### config.mk
export PLATFORM = sky130hd
export DESIGN_NAME = ps2_host_tx
export DESIGN_NICKNAME = d
export VERILOG_FILES = /design/src/rtl/ps2_defs.sv /design/src/rtl/ps2_sync.sv /design/src/rtl/ps2_host_tx.sv
export SDC_FILE = /design/constraint.sdc
export NUM_CORES = 1
export LEC_CHECK = 0
export ABC_AREA = 1
export CELL_PAD_IN_SITES_DETAIL_PLACEMENT = 0
export CELL_PAD_IN_SITES_GLOBAL_PLACEMENT = 1
export CORE_ASPECT_RATIO = 0.5
export CORE_MARGIN = 3
export CORE_UTILIZATION = 45
export DETAILED_ROUTE_END_ITERATION = 10
export PLACE_DENSITY_LB_ADDON = 0.1
export SLEW_MARGIN = 20
export SYNTH_ARGS = -nofsm -noshare
export SYNTH_HDL_FRONTEND = slang
export SYNTH_SLANG_ARGS = --single-unit
export TNS_END_PERCENT = 100
### constraint.sdc
create_clock -name clk -period 4.9 [get_ports clk]
set_input_delay 0.98 -clock clk [delete_from_list [all_inputs] [get_ports clk]]
set_output_delay 0.98 -clock clk [all_outputs]
set_load 0.1 [all_outputs]
### src/rtl/ps2_defs.sv
// Shared PS/2 definitions: host transmit states, frame shape and a
// helper that turns microsecond timings into clock-cycle counts.
package ps2_defs;

  localparam int DATA_BITS  = 8;
  localparam int SEND_EDGES = 10;

  typedef enum logic [2:0] {
    IDLE,
    INHIBIT,
    RTS,
    SEND,
    ACK,
    WAIT_IDLE
  } state_t;

  function automatic longint us_to_cycles(input longint freq_hz, input longint us);
    return (freq_hz * us) / 64'd1_000_000;
  endfunction

endpackage

### src/rtl/ps2_sync.sv
// Two-flop synchronizers for the PS/2 clock and data lines plus a
// falling-edge detector on the synchronized clock.
module ps2_sync (
  input  logic clk,
  input  logic reset,
  input  logic ps2_clk,
  input  logic ps2_data,
  output logic clk_s,
  output logic data_s,
  output logic clk_fall
);

  logic clk_meta;
  logic data_meta;
  logic clk_prev;

  // Idle PS/2 lines float high, so every stage resets to 1.
  always_ff @(posedge clk or negedge reset) begin
    if (!reset) begin
      clk_meta  <= 1'b1;
      clk_s     <= 1'b1;
      clk_prev  <= 1'b1;
      data_meta <= 1'b1;
      data_s    <= 1'b1;
    end else begin
      clk_meta  <= ps2_clk;
      clk_s     <= clk_meta;
      clk_prev  <= clk_s;
      data_meta <= ps2_data;
      data_s    <= data_meta;
    end
  end

  assign clk_fall = clk_prev & ~clk_s;

endmodule

### src/rtl/ps2_host_tx.sv
// PS/2 host-to-device byte transmitter: inhibit, request-to-send, clock
// out ten bits on device falling edges, check the ack, then wait for idle.
module ps2_host_tx
  import ps2_defs::*;
#(
  parameter int CLK_FREQ   = 48000000,
  parameter int INHIBIT_US = 100,
  parameter int TIMEOUT_US = 15000
) (
  input  logic       clk,
  input  logic       reset,
  input  logic [7:0] data,
  input  logic       valid,
  output logic       ready,
  input  logic       ps2_clk,
  input  logic       ps2_data,
  output logic       ps2_clk_oe,
  output logic       ps2_data_oe,
  output logic       done,
  output logic       error
);

  localparam longint INHIBIT_CYCLES = us_to_cycles(CLK_FREQ, INHIBIT_US);
  localparam longint RTS_CYCLES     = us_to_cycles(CLK_FREQ, 1);
  localparam longint TIMEOUT_CYCLES = us_to_cycles(CLK_FREQ, TIMEOUT_US);
  localparam longint DLY_MAX = (INHIBIT_CYCLES > RTS_CYCLES) ? INHIBIT_CYCLES : RTS_CYCLES;
  localparam int     DLY_W   = $clog2(DLY_MAX + 1);
  localparam int     TMO_W   = $clog2(TIMEOUT_CYCLES + 1);

  localparam logic [DLY_W-1:0] INHIBIT_LAST = DLY_W'(INHIBIT_CYCLES - 1);
  localparam logic [DLY_W-1:0] RTS_LAST     = DLY_W'(RTS_CYCLES - 1);
  localparam logic [TMO_W-1:0] TMO_LAST     = TMO_W'(TIMEOUT_CYCLES - 1);
  localparam logic [3:0]       PARITY_EDGE  = 4'(DATA_BITS);
  localparam logic [3:0]       STOP_EDGE    = 4'(SEND_EDGES - 1);

  state_t           state, state_nx;
  logic [7:0]       data_reg, data_nx;
  logic             parity, parity_nx;
  logic [3:0]       edge_cnt, edge_nx;
  logic [DLY_W-1:0] dly, dly_nx;
  logic [TMO_W-1:0] tmo, tmo_nx;
  logic             ack_flag, ack_nx;
  logic             clk_oe_nx, data_oe_nx, done_nx, error_nx;
  logic             clk_s, data_s, clk_fall;
  logic             timed;

  ps2_sync u_sync (
    .clk      (clk),
    .reset    (reset),
    .ps2_clk  (ps2_clk),
    .ps2_data (ps2_data),
    .clk_s    (clk_s),
    .data_s   (data_s),
    .clk_fall (clk_fall)
  );

  assign ready = (state == IDLE);
  assign timed = (state == SEND) || (state == ACK) || (state == WAIT_IDLE);

  always_ff @(posedge clk or negedge reset) begin
    if (!reset) begin
      state       <= IDLE;
      data_reg    <= '0;
      parity      <= 1'b0;
      edge_cnt    <= '0;
      dly         <= '0;
      tmo         <= '0;
      ack_flag    <= 1'b0;
      ps2_clk_oe  <= 1'b0;
      ps2_data_oe <= 1'b0;
      done        <= 1'b0;
      error       <= 1'b0;
    end else begin
      state       <= state_nx;
      data_reg    <= data_nx;
      parity      <= parity_nx;
      edge_cnt    <= edge_nx;
      dly         <= dly_nx;
      tmo         <= tmo_nx;
      ack_flag    <= ack_nx;
      ps2_clk_oe  <= clk_oe_nx;
      ps2_data_oe <= data_oe_nx;
      done        <= done_nx;
      error       <= error_nx;
    end
  end

  always_comb begin
    state_nx   = state;
    data_nx    = data_reg;
    parity_nx  = parity;
    edge_nx    = edge_cnt;
    dly_nx     = dly;
    tmo_nx     = tmo;
    ack_nx     = ack_flag;
    clk_oe_nx  = ps2_clk_oe;
    data_oe_nx = ps2_data_oe;
    done_nx    = 1'b0;
    error_nx   = 1'b0;

    // The device must keep clocking; any falling edge restarts the timeout.
    if (timed) begin
      tmo_nx = clk_fall ? '0 : tmo + TMO_W'(1);
    end

    case (state)
      IDLE: begin
        if (valid && ready) begin
          data_nx    = data;
          parity_nx  = ~^data;
          edge_nx    = '0;
          dly_nx     = '0;
          tmo_nx     = '0;
          ack_nx     = 1'b0;
          clk_oe_nx  = 1'b1;
          data_oe_nx = 1'b0;
          state_nx   = INHIBIT;
        end
      end
      INHIBIT: begin
        if (dly == INHIBIT_LAST) begin
          dly_nx     = '0;
          data_oe_nx = 1'b1;
          state_nx   = RTS;
        end else begin
          dly_nx = dly + DLY_W'(1);
        end
      end
      RTS: begin
        if (dly == RTS_LAST) begin
          dly_nx    = '0;
          tmo_nx    = '0;
          clk_oe_nx = 1'b0;
          state_nx  = SEND;
        end else begin
          dly_nx = dly + DLY_W'(1);
        end
      end
      SEND: begin
        if (clk_fall) begin
          edge_nx = edge_cnt + 4'd1;
          if (edge_cnt < PARITY_EDGE) begin
            data_oe_nx = ~data_reg[edge_cnt[2:0]];
          end else if (edge_cnt == PARITY_EDGE) begin
            data_oe_nx = ~parity;
          end else if (edge_cnt == STOP_EDGE) begin
            data_oe_nx = 1'b0;
            state_nx   = ACK;
          end
        end
      end
      ACK: begin
        if (clk_fall) begin
          ack_nx   = ~data_s;
          error_nx = data_s;
          state_nx = WAIT_IDLE;
        end
      end
      WAIT_IDLE: begin
        if (clk_s && data_s) begin
          done_nx  = ack_flag;
          state_nx = IDLE;
        end
      end
      default: state_nx = IDLE;
    endcase

    // A silent device aborts the frame and frees both lines.
    if (timed && !clk_fall && (tmo == TMO_LAST) &&
        !((state == WAIT_IDLE) && clk_s && data_s)) begin
      error_nx   = 1'b1;
      done_nx    = 1'b0;
      clk_oe_nx  = 1'b0;
      data_oe_nx = 1'b0;
      tmo_nx     = '0;
      state_nx   = IDLE;
    end
  end

endmodule

; After elaboration in Yosys (flattened, before gate mapping)
; Index checks and enable logic that the tools add are counted.
[word_totals]
regBits = 59
latchBits = 0
ramBits = 0
mem_bits_ro = 0
input_bits = 13
memories = 0
[classes]
n_addsub = 3
multipliers = 0
div = 0
n_lt_le_gt_ge = 2
n_eq_ne = 23
shifts = 0
n_mux = 46
n_bitwise = 5
n_reduce_logical = 25
[ops]
columns = operator, n
row1 = $mux W20, 5
row2 = $pmux W20 S2, 1
row3 = $mux W13, 3
row4 = $pmux W13 S3, 1
row5 = $mux W3, 10
row6 = $add A20 B1 Y20 const B, 1
row7 = $eq A20 B20 Y1 const B, 1
row8 = $mux W1, 18
row9 = $pmux W3 S6, 1
row10 = $add A13 B1 Y13 const B, 1
row11 = $eq A13 B13 Y1 const B, 1
row12 = $eq A13 B6 Y1 const B, 1
row13 = $ne A3 B2 Y1 const B, 4
row14 = $ne A3 B1 Y1 const B, 3
row15 = $reduce_and A3 Y1, 3
row16 = $reduce_and A9 Y1, 1
row17 = $eq A4 B4 Y1 const B, 2
row18 = $mux W4, 2
row19 = $pmux W4 S2, 1
row20 = $reduce_xnor A8 Y1, 1
row21 = $logic_and A1 B1 Y1, 7
row22 = $eq A3 B2 Y1 const B, 2
row23 = $eq A3 B3 Y1 const B, 2
row24 = $ne A3 B3 Y1 const B, 2
row25 = 20 further kinds, 30

; Longest topological paths before layout
; Gate-level depths: netlist of the first run.
[logic_depth]
depth_word = 8
depth_mapped = 12
mapped_depth_nobuf = 12

; Cells and area by module
; A second synthesis of the first run with hierarchy kept.
[unflattened]
hier_cells = 443
area_unflattened_um2 = 3545.9
[modules_own_cells]
columns = module, instances, cells_per_inst, area_per_inst_um2, seq_area_each_um2
row1 = ps2_host_tx, 1, 436, 3404.5, 1351.3
row2 = ps2_sync, 1, 7, 141.4, 131.4

; Least setup slack after synthesis of the first run
; Ideal clock, no wire load.
[synth_timing]
kind = reg2out
from = register state[0]
to = output ready
arrival_time_ps = 1423
t_required_ps = 3920
path_slack_ps = 2497
path_stages_with_launch = 4
path_cell_list = dfrtp_1 -> inv_1 -> nand2_2 -> nor2_2
[synth_between]
elab_chain_len = 1
[synth_lines]
columns = item, line_no
row1 = from (decl), ps2_host_tx.sv:36  ; state_t state, state_nx;
row2 = from (signal assigned), ps2_host_tx.sv:74  ; state <= state_nx;
row3 = $logic_not A3 Y1, ps2_host_tx.sv:57  ; assign ready = (state == IDLE);
row4 = to (decl), ps2_host_tx.sv:14  ; output logic ready,
; Every way passes these cells.

; Final worst setup path of the first run
; Same ends and word-level chain as after synthesis.

==> summary.md, run 1 <==
| Metric | Value |
|---|---|
| Final slew viol count | `0` |
| Max FFs per register | `20` |
| Inst Count DP | `553` |
| Peak supply drop | `about 250 uV` |
| RSZ-0062 raised after global routing | `no` |
| Maximum clock path buffer count | `2` |
| TritonCTS buffer count | `9` |
| Final Net Count | `between 400 and 500` |
| Drt pass-1 iters | `4` |
| Antenna viol nets, final | `0` |
| Clock Sinks | `59` |
| Max-cap violations | `0` |
| Worst Hold Depth | `0` |
| Setup Viol. Count Final | `0` |
| Slew HR | `35.1%` |
| Final Worst Setup Slack | `1.66 ns` |
| Wire length per cell | `12.4 um` |
| #FFs+latches synth | `59` |
| Final cell count without fillers | `569` |
| Worst Reg-to-Reg Cells | `8` |
| Layout cell share with drive strength beyond 1 | `10.7%` |
| Main synth FF type | `dfrtp_1` |
| Post-route clock period utilization | `roughly 66%` |
| Crit. End Element | `output port` |
| Tot GR Track Use | `18.8%` |
| Commonest non-fill, non-tap cells in the layout | `122 x nand2_1, 59 x inv_1, 58 x nor2_1` |
| Clk_skew | `approximately 0.0034 ns` |
| Hold_buf cts | `0` |
| Root Driver | `clkbuf_16` |
| PD cells | `between 500 and 600 nW/um^2` |
| Worst-path clk slew | `0.05 ns` |
| Post-Route WL | `between 7 and 8 mm` |
| Largest net degree at the start of global routing | `60` |
| Die height | `approximately 67 um` |
| Antenna violations before repair | `0` |
| Area Growth Syn to Fin | `16.3%` |
| Hold crit path type | `register to register` |
| Min Tclk post-route | `around 3.2 ns` |
| TritonCTS clock tree | `done` |
| Pleak | `approximately 1.9 nW` |
| Util after Layout | `about 56%` |
| DP Wirelength | `5.17 mm` |
| Fmax | `~0.31 GHz` |
| Post-CTS resize count | `0` |
| Post-synth EDFFs | `0` |
| Die area | `8680 sq um` |
| Sequential fraction of the synthesis area | `43.7%` |
| Worst-Margin Slew | `around 0.97 ns` |
| Setup CP Type | `register to output port` |
| Synthesized area | `around 3400 sq um` |
| Status | `finished, final reports clean` |
| Global-route wire length before repair | `approximately 13 mm` |
| CP max FO | `7` |
| Initial Util | `48.6%` |
| First DRT Iteration DRCs | `202` |
| Die X-Extent | `129 um` |
| Avg Synthesized Cell Area | `7.56 sq um` |
| Port Buf Inserts | `17` |
| CTS H-tree lvls | `3` |
| Final Hold Violating Endpoints | `0` |
| Post-CTS Setup Bufs | `0` |
| Boundary pin count | `18` |
| Synth Instances | `449` |
| Asr flop ratio synth | `100%` |
| Most common cell after layout, fill and taps aside | `nand2_1` |
| Antenna cells | `0` |
| Area of the core | `6990 sq um` |
| Worst endpoint data arrival time | `2.26 ns` |
| DR vias/cell | `~4.9` |
| Setup TNS | `0 ns` |
| Worst skew pair latency | `between 0.3 and 0.4 ns` |
| Setup WS pre-CTS | `2.00 ns` |
| Startpoint class of the critical path | `register` |
| Grt total ovfl | `0` |
| Via count | `2804` |
| Filler cell count | `around 620` |
| GP Congestion | `between 0.8 and 0.9` |
| Critical path required time | `between 3 and 4 ns` |
| Syn Nets | `467` |
| Synth Warn # | `0` |
| Final routed DRC violation total | `0` |
| Unique cell type count in the Yosys netlist | `39` |
| Row count | `21` |
| Vias in the first global route | `between 2000 and 3000` |
==> Yosys cell counts (9+ instances only) <==
cell	n	area, sq um
o21ai_0	12	60.1
xor2_1	13	114
nor3_1	15	75.1
a21oi_1	10	50.1
dfrtp_1	54	1350
nand4_1	9	56.3
inv_1	59	221
nand3_1	31	155
nand2_1	122	458
nor2_1	58	218
==> critical path, cell delays in order, from the launching register on <==
cell and delay [ns]:
dfrtp_1 0.46, inv_1 0.12, nand2_2 0.07, nor2_2 0.13, clkdlybuf4s50_1 1.15
==> layer usage <==
layer  share of wire (%)  GRT usage, %  wire length [um]
met1                  51          23.5              3600
met2                  44          31.0              3120
met3                 3.7          6.24               263
met4                 1.3          6.54                91
met5                   0             0                 0
==> kinds of logic (layout without fill, tap and decap cells) <==
family / after synthesis / count (layout) / share of synthesized area (%)
compound gates: 35 / 35 / 6.19
flops: 59 / 59 / 43.7
buf+inv: 71 / 99 / 8.66
xor+xnor: 19 / 19 / 4.90
simple gates: 260 / 260 / 34.7
fa+ha+maj: 5 / 5 / 1.84
==> area by class of cell <==
cell class / count / area, sq um / share of cell area, %
clock inverter: 4 / 47.5 / 1.20
clock buffer: 12 / 267 / 6.75
sequential: 59 / 1480 / 37.6
tap: 92 / 115 / 2.92
timing repair buffer: 18 / 173 / 4.38
multi-input combinational: 319 / 1620 / 41.0
inverter: 65 / 244 / 6.18
==> power by group <==
group | leakage [nW] | switching (mW) | internal [mW]
sequential | 0.774 | 0.0882 | 0.588
clock | 0.155 | 0.217 | 0.433
combinational | 0.960 | 0.482 | 0.219
total | 1.89 | 0.788 | 1.24
==> path summary, 6_finish.rpt <==
kind                                                start                      end  slack (ns)
min in group asynchronous                           reset        tmo[10]$_DFF_PN0_        0.80
max in group asynchronous                           reset  data_reg[5]$_DFFE_PN0P_        3.60
worst min-delay path            u_sync.clk_meta$_DFF_PN1_   u_sync.clk_s$_DFF_PN1_        0.35
worst max register to register       state[1]$_DFFE_PN0P_         tmo[5]$_DFF_PN0_        2.64
worst max-delay path                 state[0]$_DFFE_PN0P_                    ready        1.66
worst min register to register  u_sync.clk_meta$_DFF_PN1_   u_sync.clk_s$_DFF_PN1_        0.35
==> per-stage QoR <==
step / total power, mW / cell area (sq um) / hold slack, ns
2_1_floorplan: 1.23 / 3390 / 0.345
3_3_place_gp: 1.38 / 3630 / 0.346
3_5_place_dp: 1.38 / 3630 / 0.349
4_1_cts: 2.04 / 3950 / 0.356
5_1_grt: 2.19 / 3950 / 0.362
6_report: 2.03 / 3950 / 0.354
(Power assumes the default switching activity.)
==> run 2, diff against run 1 <==
--- a/config.mk
+++ b/config.mk
@@ -10,7 +10,7 @@
 export CELL_PAD_IN_SITES_GLOBAL_PLACEMENT = 1
 export CORE_ASPECT_RATIO = 0.5
 export CORE_MARGIN = 3
-export CORE_UTILIZATION = 45
+export CORE_UTILIZATION = 40
 export DETAILED_ROUTE_END_ITERATION = 10
 export PLACE_DENSITY_LB_ADDON = 0.1
 export SLEW_MARGIN = 20
==> constraint.sdc (replaced) <==
create_clock -name clk -period 2.61 [get_ports clk]
set_input_delay 0.522 -clock clk [delete_from_list [all_inputs] [get_ports clk]]
set_output_delay 0.522 -clock clk [all_outputs]
set_load 0.1 [all_outputs]
==> run 2 against run 1 <==
Compared with the run above:
- sequential cell count unchanged
- cell count is 3.7% higher
- via count increased by 1.5%
- combinational power grew 91%
- sequential power grew 88%
- die area up 12%
- core utilization down 7.5 points
- first-iteration DRC count decreased by 21%
- setup slack got worse by 1.3 ns
- critical path depth up 4
- cell area up 0.67%
- clock skew rose by 0.0019 ns
==> summary.md, run 2 (same netlist as run 1, synthesis figures left out) <==
| Metric | Value |
|---|---|
| RSZ-0062 raised after global routing | `no` |
| DR vias/cell | `a little under 5` |
| Hold crit path type | `input pin to asynchronous set/reset pin` |
| Worst Reg-to-Reg Cells | `8` |
| Worst skew pair latency | `0.32 ns` |
| Worst-path clk slew | `roughly 0.050 ns` |
| Largest net degree at the start of global routing | `36` |
| Status | `finished, final reports clean` |
| Min Tclk post-route | `2.23 ns` |
| Worst R2R Start | `state[1]$_DFFE_PN0P_` |
| Worst-Margin Slew | `about 0.63 ns` |
| Final Hold Violating Endpoints | `0` |
| Crit. End Element | `register` |
| Wire length per cell | `about 13 um` |
| Comb pwr share | `35.2%` |
| Int Power | `2.34 mW` |
| Clock power share | `31.5%` |
| Row count | `23` |
| Post-route clock period utilization | `85.4%` |
| Max FFs per register | `20` |
| Maximum clock path buffer count | `2` |
| Antenna viol nets, final | `0` |
| Sw frac | `38.5%` |
| Fmax | `0.448 GHz` |
| Area of the multi-input gates | `about 1600 sq um` |
| Net Sw Power | `1.46 mW` |
| First DRT Iteration DRCs | `approximately 160` |
| Critical R2R Capture | `tmo[2]$_DFF_PN0_` |
| Setup TNS | `0 ns` |
| Max-cap violations | `0` |
| Initial Util | `41.8%` |
| Hold_buf cts | `0` |
| Filler cell count | `approximately 840` |
| Grt total ovfl | `0` |
| Post-CTS resize count | `0` |
| Final routed DRC violation total | `0` |
| Clk_skew | `0.00538 ns` |
| DP Wirelength | `5.60 mm` |
| Critical path required time | `2.84 ns` |
| Root Driver | `clkbuf_16` |
| Worst Setup SP | `state[1]$_DFFE_PN0P_` |
| TritonCTS buffer count | `9` |
| Die X-Extent | `136 um` |
| GP Congestion | `0.852` |
| Port Buf Inserts | `17` |
| Post-Route WL | `around 7.4 mm` |
| Final Instance Area | `3970 sq um` |
| CTS H-tree lvls | `3` |
| Most common cell after layout, fill and taps aside | `nand2_1` |
| CP max FO | `13` |
| Die height | `around 71 um` |
| Vias in the first global route | `2751` |
| Reg power frac | `33.3%` |
| Peak supply drop | `413 uV` |
| Post-CTS Setup Bufs | `0` |
| Die area | `a little under 10000 sq um` |
| Via count | `2847` |
| Global-route wire length before repair | `12.8 mm` |
| TritonCTS clock tree | `done` |
| Setup CP Type | `register to register` |
| Final slew viol count | `0` |
| Area of the core | `8120 sq um` |
| Setup crit end | `tmo[2]$_DFF_PN0_` |
| Final Net Count | `491` |
| Pleak | `about 1.9 nW` |
| Register area | `1480 sq um` |
| Startpoint class of the critical path | `register` |
| Clock Sinks | `59` |
| Commonest non-fill, non-tap cells in the layout | `122 x nand2_1, 59 x inv_1, 58 x nor2_1` |
| PD cells | `~960 nW/um^2` |
| Layout cell share with drive strength beyond 1 | `11.3%` |
| DP Area | `3660 sq um` |
| Area Growth Syn to Fin | `17.0%` |
| Antenna cells | `0` |
| Reg2reg setup slack | `0.38 ns` |
| Worst endpoint data arrival time | `2.46 ns` |
| Drt pass-1 iters | `5` |
| Slew HR | `58.3%` |
| Antenna violations before repair | `0` |
| Boundary pin count | `18` |
| Setup Viol. Count Final | `0` |
| Tot GR Track Use | `17.0%` |
## run 2: changes by cell type in the layout (fill, tap and decap cells not counted)
cell,before,now
clkinvlp_4,1,0
clkbuf_1,0,3
buf_4,1,6
buf_12,0,1
clkinv_2,2,0
clkdlybuf4s50_1,16,11
## run 2: how the worst min path moves through the flow
stage / start / cells after the start / end
3_5_place_dp: u_sync.data_meta$_DFF_PN1_ / 0 / u_sync.data_s$_DFF_PN1_
6_report: reset / 1 / tmo[7]$_DFF_PN0_
3_3_place_gp: u_sync.clk_meta$_DFF_PN1_ / 0 / u_sync.clk_s$_DFF_PN1_
4_1_cts: reset / 1 / tmo[7]$_DFF_PN0_
2_1_floorplan: reset / 0 / ack_flag$_DFFE_PN0P_
5_1_grt: reset / 1 / tmo[7]$_DFF_PN0_
## run 2: critical path, stage by stage, from the launching register on
cell	delay (ns)
dfrtp_1	0.51
inv_1	0.12
nand3_1	0.16
nand3_2	0.29
nand2_2	0.16
inv_2	0.05
nand3_2	0.20
nand4_2	0.39
nor3_1	0.26
## run 2: final cells by class
class	count	area share (%)
clock buffer	15	6.99
clock inverter	1	0.756
inverter	65	6.14
multi-input combinational	319	40.7
sequential	59	37.3
tap	112	3.53
timing repair buffer	19	4.54
## run 2: metrics by stage
| stage | cells | power (mW) | hold WS [ns] | utilization [%] | worst slack (ns) |
|---|---|---|---|---|---|
| after global routing | 590 | 4.11 | 0.269 | 49.0 | 0.176 |
| after detailed placement | 574 | 2.63 | 0.347 | 45.2 | 0.390 |
| after floorplan | 449 | 2.31 | 0.226 | - | 0.291 |
| after global placement | 574 | 2.62 | 0.346 | 45.2 | 0.491 |
| after CTS | 590 | 3.86 | 0.235 | 49.0 | 0.371 |
| final | 590 | 3.80 | 0.215 | 49.0 | 0.380 |
## run 2: power groups by stage
stage	registers [mW]	clock network (mW)	logic, mW
6_report	1.27	1.20	1.34
5_1_grt	1.30	1.28	1.53
4_1_cts	1.27	1.23	1.36
3_5_place_dp	1.28	0	1.35
3_3_place_gp	1.28	0	1.34
2_1_floorplan	1.28	0	1.03
## run 2: routing by layer
metal,wire (um),track usage (%),up-vias,part of all wire [%]
li1,-,-,1467,-
met1,3750,23.3,1331,51
met2,3310,26.1,44,45
met3,314,5.54,5,4.2
met4,39,4.69,0,0.53
met5,0,0,-,0
==> run 3, diff against run 2 <==
--- a/config.mk
+++ b/config.mk
@@ -5,12 +5,12 @@
 export SDC_FILE = /design/constraint.sdc
 export NUM_CORES = 1
 export LEC_CHECK = 0
-export ABC_AREA = 1
+export ABC_AREA = 0
 export CELL_PAD_IN_SITES_DETAIL_PLACEMENT = 0
 export CELL_PAD_IN_SITES_GLOBAL_PLACEMENT = 1
 export CORE_ASPECT_RATIO = 0.5
 export CORE_MARGIN = 3
-export CORE_UTILIZATION = 40
+export CORE_UTILIZATION = 42
 export DETAILED_ROUTE_END_ITERATION = 10
 export PLACE_DENSITY_LB_ADDON = 0.1
 export SLEW_MARGIN = 20
==> run 3 against run 2 <==
Compared with the run above:
- sequential power decreased by 26%
- die area decreased by 10%
- clock power decreased by 6%
- non-clock buffer count increased by 12
- cell area decreased by 4.3%
- synthesized cell count decreased by 28%
==> summary.md, run 3 <==
| Metric | Value |
|---|---|
| First DRT Iteration DRCs | `133` |
| Setup TNS | `0 ns` |
| Final routed DRC violation total | `0` |
| Synthesized area | `3180 sq um` |
| Unique cell type count in the Yosys netlist | `54` |
| Met2 Track Usage GR | `between 20 and 30%` |
| TritonCTS clock tree | `done` |
| Die area | `a little under 9000 sq um` |
| Global-route wire length before repair | `11.5 mm` |
| Hold crit path type | `input pin to asynchronous set/reset pin` |
| Vias in the first global route | `2432` |
| Clk_skew | `0.00680 ns` |
| Final Net Count | `367` |
| Synth Warn # | `0` |
| Antenna cells | `0` |
| Clock Sinks | `59` |
| Row count | `21` |
| Maximum clock path buffer count | `2` |
| Largest net degree at the start of global routing | `33` |
| Most frequent cells after synthesis | `54 x dfrtp_1, 33 x nor2_1, 23 x nand2_1, 17 x a21oi_1, 16 x xor2_1` |
| Drt pass-1 iters | `4` |
| Die height | `67.5 um` |
| Startpoint class of the critical path | `register` |
| Most common cell after layout, fill and taps aside | `dfrtp_1` |
| Max-cap violations | `0` |
| Top-area cell type share of the netlist area | `42.5%` |
| Setup Viol. Count Final | `0` |
| Slew HR | `31.9%` |
| Main synth FF type | `dfrtp_1` |
| DP Wirelength | `4.77 mm` |
| Pleak | `1.70 nW` |
| Synth Instances | `around 320` |
| Port Buf Inserts | `17` |
| CTS H-tree lvls | `3` |
| Setup CP Type | `register to register` |
| Worst-Margin Slew | `between 1 and 1.5 ns` |
| GP Congestion | `0.773` |
| Met1 Track Usage GR | `about 22%` |
| Critical path required time | `2.85 ns` |
| Asr flop ratio synth | `100%` |
| Min Tclk post-route | `2.40 ns` |
| DR vias/cell | `5.34` |
| Tot GR Track Use | `17.1%` |
| PD cells | `~570 nW/um^2` |
| Synth Area in Compound Gates | `13.5%` |
| Grt total ovfl | `0` |
| Adder-Cell Fraction of Synth Area | `1.97%` |
| Post-CTS Setup Bufs | `0` |
| CP max FO | `28` |
| TritonCTS buffer count | `9` |
| Area Growth Syn to Fin | `19.6%` |
| Avg Synthesized Cell Area | `9.84 sq um` |
| Final Hold Violating Endpoints | `0` |
| Antenna viol nets, final | `0` |
| Slowest stage delay, CP | `between 0.5 and 0.6 ns` |
| Syn Nets | `341` |
| Boundary pin count | `18` |
| Die X-Extent | `129 um` |
| Post-CTS resize count | `0` |
| Status | `finished, final reports clean` |
| Post-synthesis simple-gate area fraction | `around a fifth` |
| Top area cells in the synthesized netlist | `dfrtp_1 43%, xor2_1 4.4%, dfstp_2 4.1%` |
| Commonest non-fill, non-tap cells in the layout | `54 x dfrtp_1, 32 x nor2_1, 23 x nand2_1` |
| Wire length per cell | `14.8 um` |
| Fmax | `0.417 GHz` |
| Util after Layout | `54.2%` |
| Max FFs per register | `20` |
| Initial Util | `45.3%` |
| Worst path slowest cell | `or4_4` |
| Final slew viol count | `0` |
| Area leader, netlist | `dfrtp_1` |
| Worst-path clk slew | `0.05 ns` |
| Largest family of logic cells by synthesized area | `simple AND/OR/NAND/NOR gates` |
| Worst skew pair latency | `0.32 ns` |
| Post-synth EDFFs | `0` |
| Layout cell share with drive strength beyond 1 | `16.1%` |
| Worst endpoint data arrival time | `2.64 ns` |
| Area of the core | `7020 sq um` |
| Sequential fraction of the synthesis area | `46.6%` |
| Mux share of post-synthesis cell area | `5.90%` |
| Antenna violations before repair | `0` |
| Root Driver | `clkbuf_16` |
| Filler cell count | `629` |
| Crit. End Element | `register` |
| XOR/XNOR share of the synthesized area | `7.71%` |
| Most numerous cell in the Yosys netlist | `dfrtp_1` |
| Hold_buf cts | `0` |
| Post-Route WL | `6.60 mm` |
| Peak supply drop | `337 uV` |
| RSZ-0062 raised after global routing | `no` |
| #FFs+latches synth | `between 50 and 60` |
| M3 GR Usage | `4.82%` |
| Via count | `around 2400` |
| Gr busiest metal | `met2` |
| Crit-path cells | `or4_4 -> nor4_4 -> o22ai_2 -> a2111o_1 -> a21boi_1` |
| Post-route clock period utilization | `between 90% and 100%` |
[run 3: logic make-up (layout without fill, tap and decap cells)]
family	Yosys count	after routing
DFF	59	59
buffers and inverters	31	62
adders and majority gates	5	5
AOI/OAI and AO/OA	63	63
xor gates and xnor gates	28	28
muxes	15	15
and+or+nand+nor	122	122
[run 3: layer usage]
layer,vias up,wire [um]
li1,1208,-
met1,1146,3370
met2,22,3030
met4,0,38
met3,6,150
met5,-,0
[run 3: final timing paths]
| path | slack [ns] | cells past startpoint | endpoint | from |
|---|---|---|---|---|
| max in group asynchronous | 1.91 | 2 | u_sync.clk_meta$_DFF_PN1_ | reset |
| worst min-delay path | 0.10 | 1 | tmo[18]$_DFF_PN0_ | reset |
| worst max-delay path | 0.21 | 5 | state[0]$_DFFE_PN0P_ | dly[8]$_DFFE_PN0P_ |
| min in group clk | 0.36 | 0 | u_sync.data_s$_DFF_PN1_ | u_sync.data_meta$_DFF_PN1_ |
| worst max register to register | 0.21 | 5 | state[0]$_DFFE_PN0P_ | dly[8]$_DFFE_PN0P_ |
| worst min register to register | 0.36 | 0 | u_sync.data_s$_DFF_PN1_ | u_sync.data_meta$_DFF_PN1_ |
[run 3: layout make-up]
type	count	area (sq um)	share of cell area [%]
Tap cell	92	115	3.03
Sequential cell	59	1480	39.0
Inverter	15	56.3	1.48
Clock inverter	2	35.0	0.921
Clock buffer	14	254	6.68
Multi-Input combinational cell	233	1580	41.5
Timing Repair Buffer	31	283	7.44
[run 3: where the power goes]
part	leakage (nW)	internal (mW)	switching [mW]
clock network	0.141	0.763	0.372
registers	0.751	0.934	0.00772
logic	0.806	0.0428	0.0379
[run 3: worst max-delay path: cells and delay by family (launching register included)]
family	cells	cell delay (ns)
flops	1	0.42
compound gates	3	1.00
simple gates	2	0.89
[run 3: stage by stage]
step / std cells / cell area [sq um] / setup slack, ns / hold WS [ns] / power [mW]
finish: 446 / 3800 / 0.214 / 0.104 / 2.16
global route: 446 / 3800 / 0.0150 / 0.120 / 2.24
detailed placement: 430 / 3510 / 0.211 / 0.358 / 1.04
CTS: 446 / 3800 / 0.203 / 0.0981 / 2.19
floorplan: 323 / 3180 / 0.369 / 0.226 / 0.988
global placement: 430 / 3510 / 0.289 / 0.346 / 1.04
